`config.mk`:
```
export PLATFORM = sky130hd
export DESIGN_NAME = mux_pipe_stage
export DESIGN_NICKNAME = d
export VERILOG_FILES = /design/src/rtl/mux_pipe_stage.sv
export SDC_FILE = /design/constraint.sdc
export NUM_CORES = 1
export LEC_CHECK = 0
export ABC_CLOCK_PERIOD_IN_PS = 3860
export CAP_MARGIN = 20
export CORE_MARGIN = 8
export CORE_UTILIZATION = 40
export CTS_BUF_LIST = sky130_fd_sc_hd__clkbuf_8
export DETAILED_ROUTE_END_ITERATION = 8
export PLACE_DENSITY = 0.66
export SYNTH_ARGS = -nofsm -noshare
export SYNTH_HDL_FRONTEND = slang
export SYNTH_SLANG_ARGS = --single-unit
```
`constraint.sdc`:
```
create_clock -name clk -period 3.86 [get_ports clk]
set_input_delay 0.386 -clock clk [delete_from_list [all_inputs] [get_ports clk]]
set_output_delay 0.386 -clock clk [all_outputs]
set_load 0.02 [all_outputs]
```
`src/rtl/mux_pipe_stage.sv`:
```
// rtl/mux_pipe_stage.sv - N:1 select stage with registered output and 2-entry skid buffer
module mux_pipe_stage #(
   parameter int               WIDTH       = 5,
   parameter int               NUM_IN      = 3,
   parameter int               SEL_W       = 2,
   parameter logic [WIDTH-1:0] DEFAULT_VAL = '0
) (
   input  logic                    clk,
   input  logic                    rst_n,
   input  logic [NUM_IN*WIDTH-1:0] in_data,
   input  logic [SEL_W-1:0]        in_sel,
   input  logic                    in_valid,
   output logic                    in_ready,
   input  logic                    flush,
   output logic [WIDTH-1:0]        out_data,
   output logic [SEL_W-1:0]        out_sel,
   output logic                    out_err,
   output logic                    out_valid,
   input  logic                    out_ready,
   output logic [7:0]              err_count
);

   typedef enum logic [1:0] {EMPTY, ONE, TWO} state_t;

   // One extra bit so NUM_IN == 2**SEL_W is representable in the range compare
   localparam logic [SEL_W:0] NUM_IN_L = (SEL_W+1)'(NUM_IN);

   state_t             state;
   logic [WIDTH-1:0]   skid_data;
   logic [SEL_W-1:0]   skid_sel;
   logic               skid_err;
   logic [WIDTH-1:0]   sel_data;
   logic               sel_err;
   logic               push;
   logic               pop;

   // Ready depends only on registered state, never on out_ready
   assign in_ready  = rst_n & (state != TWO);
   assign out_valid = (state != EMPTY);
   assign push      = in_valid & in_ready;
   assign pop       = out_valid & out_ready;

   // Select the input word; out-of-range selects forward the default and flag an error
   always_comb begin
      sel_data = DEFAULT_VAL;
      sel_err  = 1'b1;
      if ({1'b0, in_sel} < NUM_IN_L) begin
         sel_err = 1'b0;
         for (int i = 0; i < NUM_IN; i++) begin
            if (in_sel == SEL_W'(i)) begin
               sel_data = in_data[i*WIDTH +: WIDTH];
            end
         end
      end
   end

   // Occupancy FSM: main register drives the outputs, skid absorbs one beat under backpressure
   always_ff @(posedge clk) begin
      if (!rst_n) begin
         state     <= EMPTY;
         out_data  <= '0;
         out_sel   <= '0;
         out_err   <= 1'b0;
         skid_data <= '0;
         skid_sel  <= '0;
         skid_err  <= 1'b0;
         err_count <= 8'd0;
      end else begin
         // Error beats are counted at acceptance, even if a flush discards them
         if (push && sel_err && (err_count != 8'hFF)) begin
            err_count <= err_count + 8'd1;
         end
         if (flush) begin
            state <= EMPTY;
         end else begin
            case (state)
               EMPTY: begin
                  if (push) begin
                     out_data <= sel_data;
                     out_sel  <= in_sel;
                     out_err  <= sel_err;
                     state    <= ONE;
                  end
               end
               ONE: begin
                  if (push && pop) begin
                     out_data <= sel_data;
                     out_sel  <= in_sel;
                     out_err  <= sel_err;
                  end else if (push) begin
                     skid_data <= sel_data;
                     skid_sel  <= in_sel;
                     skid_err  <= sel_err;
                     state     <= TWO;
                  end else if (pop) begin
                     state <= EMPTY;
                  end
               end
               TWO: begin
                  if (pop) begin
                     out_data <= skid_data;
                     out_sel  <= skid_sel;
                     out_err  <= skid_err;
                     state    <= ONE;
                  end
               end
               default: state <= EMPTY;
            endcase
         end
      end
   end

endmodule

```
## After elaboration in Yosys (flattened, before gate mapping)

Cells that the tools add are included.

| word-level totals | value |
|---|---|
| bits in registers | 26 |
| bits of input ports | 22 |
| output and inout bits | 18 |
| logic and storage cells | 61 |

| cells by class | value |
|---|---|
| add/subtract/negate cells | 1 |
| order comparisons | 1 |
| equality and inequality tests | 11 |
| muxes and demuxes | 23 |
| bitwise logic cells | 6 |
| reduce and logical (&&, ||, !) cells | 11 |

Operators with widths:

| kind | count |
|---|---|
| 5-bit two-way mux | 7 |
| 2-bit two-way mux | 8 |
| 5-bit one-hot mux with 3 select lines | 1 |
| 2-bit one-hot mux with 3 select lines | 2 |
| 2-bit inequality test, second input constant | 5 |
| 8-bit by 1-bit adder with 8-bit output, second input constant | 1 |
| 8-bit inequality test, second input constant | 1 |
| 4-bit AND reduction | 2 |
| 5-bit AND reduction | 1 |
| 2-bit by 1-bit equality test with 1-bit output, second input constant | 2 |
| 2-bit equality test, second input constant | 2 |
| 2-bit logical NOT | 2 |
| 1-bit two-way mux | 4 |
| 1-bit bitwise AND | 3 |
| 1-bit logical AND | 3 |
| 3-bit inequality test, second input constant | 1 |
| 1-bit inverter | 3 |
| 1-bit one-hot mux with 3 select lines | 1 |
| 3-bit nonzero test | 1 |
| 2-bit less-than comparator, second input constant | 1 |
| 2-bit nonzero test | 1 |
| 2-bit OR reduction | 1 |

## Logic depth before layout (Yosys ltp)

| depth | value |
|---|---|
| depth in word-level cells | 7 |
| gate-level depth with buffers | 6 |
| gate-level depth less buffers | 5 |

## Worst setup path before layout

Ideal clock, no wire load.

| timing path | value |
|---|---|
| kind | reg2reg |
| start | reg err_count[0] |
| end | reg err_count[4] |
| setup time | 0.128 ns |
| arrival time | 1.442 ns |
| required time | 3.732 ns |
| setup slack | 2.290 ns |
| stages on the path, launching flop included | 6 |
| path buffers | 0 |
| clock period less this slack | 1.570 ns |
| path through | dfxtp_1 ha_1 and4_4 a2111oi_2 xnor2_1 nor2_1 |

| on the way | value |
|---|---|
| word-level cells in the longest chain between the ends | 2 |
| elaborated cells on any way between the ends | 3 |
| those cells by class | add/sub (1); eq/ne (1); reduce/logical (1) |

RTL lines:

| element | line | text |
|---|---|---|
| start: declaration | 20 | `output logic [7:0] err_count` |
| start signal: assignment | 71 | `err_count <= err_count + 8'd1;` |
| branches (longest 2 deep; another with 8-bit by 1-bit adder with 8-bit output) | n/a |  |

Several ways; the timed one is not identified.
A chain may end at the register's enable or synchronous reset.

## Worst setup path in the final report

| timing path | value |
|---|---|
| start | in rst_n |
| end | out in_ready |

| on the way | value |
|---|---|
| word-level cells in the longest chain between the ends | 1 |

RTL lines:

| element | line | text |
|---|---|---|
| start: declaration | 9 | `input logic rst_n,` |
| 1-bit bitwise AND | 38 | `assign in_ready = rst_n & (state != TWO);` |
| end: declaration | 13 | `output logic in_ready,` |

Every way passes these cells.

==> impl_metrics.toml <==
[timing]
period_minus_slack_ps = 2410
fin_ws_ps = 1450
slew-limit-headroom = 0.606
final_setup_skew_ps = 8.98
final_worst_path_period_share = 0.625
fin_setup_tns_ps = 0
slew_limit_fails = 0
worst_slew_pin_slew_ps = 589
final_report_hold_violation_count = 0
setup_viol = 0
fmaxAchievable_mhz = 414
rsz_0062_raised_after_global_routing = "false"

[logic_synthesis]
ys_dominant_reg_cell = "dfxtp_1"
seq_area_frac_synth = 0.367
yosys_warnings = 0
netlist.area_leader.share = 0.367
syn_inst = 155
synth.lib_cells_used.distinct = 39
post-synth-top-area-cell = "dfxtp_1"
ys_top_cells_by_area = "dfxtp_1, mux2i_1, nor2_1"
ys_seq_elements = 26
synthesis.area_per_instance_um2 = 9.15
synthArstFlopShare = 0
synthesis.nets = 178
syn-cell-area_um2 = 1420
edff_count_synth = 0

[worst_hold_path]
worstHoldPathType = "flip-flop to flip-flop"

[critical_path]
ff_to_ff_end = "err_count[6]"
reg2reg_from = "err_count[0]"
critical_path.startpoint_type = "primary input"
criticalPathCategory = "primary input to primary output"
reg2regPathDepth = 5
crit_path_end = "in_ready"
crit_path_max_fanout = 23
timing.critical_path.required_ps = 3470
setup.worst_path.end_class = "primary output"
crit_path_start = "rst_n"
worst-r2r-setup-slack_ps = 2290
cp_data_arrival_time_ps = 2030

[placed_design]
place_hpwl_um = 2590
io_buffer_count = 39
placement.cell_area_um2 = 1810
routabilityCongestion = 0.745
detailedPlace.worstSlack_ps = 1430

[floorplanning]
floorplan.initialDensity = 0.422
floorplan.core_area_um2 = 3360
die_area_um2 = 5700
dieHeight_um = 75.5
chipWidth_um = 75.5
std_cell_rows = 21
pin_count = 40

[finish]
final_cell_mix = "clkdlybuf4s50_1, dfxtp_1, nor2_1"
layout.filler_cells = 348
combined_area_of_the_multi_input_logic_cells_um2 = 826
seq_area_um2 = 520
antenna_cells = 0
final_nets = 213
syn_to_final_growth_pct = 30.3
postLayoutCellArea_um2 = 1850
mostFrequentLayoutCell = "clkdlybuf4s50_1"
layout_cell_share_with_drive_strength_beyond_1 = 0.0957
layout.core_utilization = 0.549

[cts]
cts.htree.levels = 1
post-cts-setup-buffers = 0
cts_tree = "yes"
cts_num_sinks = 26
clock_input_transition_at_the_sequential_cells_of_the_worst_setup_and_hold_paths_ps = 90
clockRootBuffer = "clkbuf_8"
postCtsResizedCells = 0
clockBufferDepth = 2
skew_pair_late_insertion_delay_ps = 270
post_cts_hold_buffer_count = 0
numCtsBuffers = 3

[run_status]
status = "finished, final reports clean"

[global_route]
grt_overflow_total = 0
grt_usage = 0.124
vias_in_the_first_global_route = 1238
grt_pass1_wl_um = 5600
number_of_antenna_violations_at_the_first_check_in_global_routing = 0
grt_start_max_net_pins = 24

[route]
drt_first_pass_iters = 4
drt_wl_cell_um = 14.2
drtIter0Drc = 67
post_drt_via_cell_ratio = 5.38
antenna_violating_nets_post_route = 0
drc_errors = 0
wirelength_routed_um = 3320
via_count = 1259

[pwr]
vdd_drop_max_uv = 133
power.density_nw_per_um2 = 280
power.static_leakage_uw = 0.000722

[job]
max_cap_violations = 0
-- flip-flops by register name, summed over array words and instances, names as in the netlist --
| signal | flops |
|---|---|
| skid_sel | 2 |
| skid_err | 1 |
| skid_data | 5 |
| out_err | 1 |
| out_data | 5 |
| out_sel | 2 |
| state | 2 |
| err_count | 8 |
-- logic make-up after synthesis --
kind of cell | after synthesis | share of synthesized area
and+or+nand+nor | 70 | 0.273
buffers and inverters | 11 | 0.0503
xor gates and xnor gates | 2 | 0.0124
muxes | 18 | 0.127
adders and majority gates | 1 | 0.00882
AOI/OAI and AO/OA | 27 | 0.162
DFF | 26 | 0.367
-- how the worst min path moves through the flow --
stage	start	to	cells past startpoint
global route	skid_sel[1]	out_sel[1]	2
floorplan	skid_err	out_err	2
finish	skid_sel[0]	out_sel[0]	2
global placement	skid_data[2]	skid_data[2]	2
detailed placement	skid_sel[0]	out_sel[0]	2
CTS	skid_sel[0]	out_sel[0]	2
-- cell type report --
class | count | share of cell area
Clock buffer | 3 | 0.0224
Inverter | 1 | 0.00203
Timing Repair Buffer | 40 | 0.215
Tap cell | 46 | 0.0312
Sequential cell | 26 | 0.282
Multi-Input combinational cell | 118 | 0.447
-- synthesized netlist by cell type (2+ instances only) --
master,instances
nand4b_1,2
buf_2,3
a21oi_1,3
nand3_1,9
nand2_1,14
clkbuf_1,3
nor2_1,20
nand4_1,3
a311oi_1,3
nand3b_1,6
o31ai_2,5
nand2b_1,3
xnor2_1,2
dfxtp_1,26
o21ai_0,10
buf_6,3
mux2i_1,18
-- routing by layer --
metal / wire [µm] / vias to the layer above / share of wire / global-route usage
met4: 28 / 0 / 0.0084 / 0.0405
met2: 1580 / 35 / 0.48 / 0.208
met3: 219 / 4 / 0.066 / 0.0329
met5: 0 / - / 0 / 0
met1: 1490 / 593 / 0.45 / 0.149
li1: - / 627 / - / -
-- stage by stage --
stage / total power, µW / instances / hold WS, ps
after floorplan: 332 / 155 / 454
after global placement: 373 / 231 / 470
after detailed placement: 375 / 231 / 474
after CTS: 522 / 234 / 487
after global routing: 542 / 234 / 506
final: 517 / 234 / 484
-- worst max-delay path, cell delays in order --
cell	delay (ps)
clkdlybuf4s50_1	450
buf_4	250
inv_2	190
nor2_1	140
clkdlybuf4s50_1	610
-- power by group --
part	switching [µW]	internal [µW]	total [µW]
clock	79.1	69.8	149
combinational	44.1	46.0	90.0
sequential	4.15	274	278
Power figures use the tool's default switching activity.
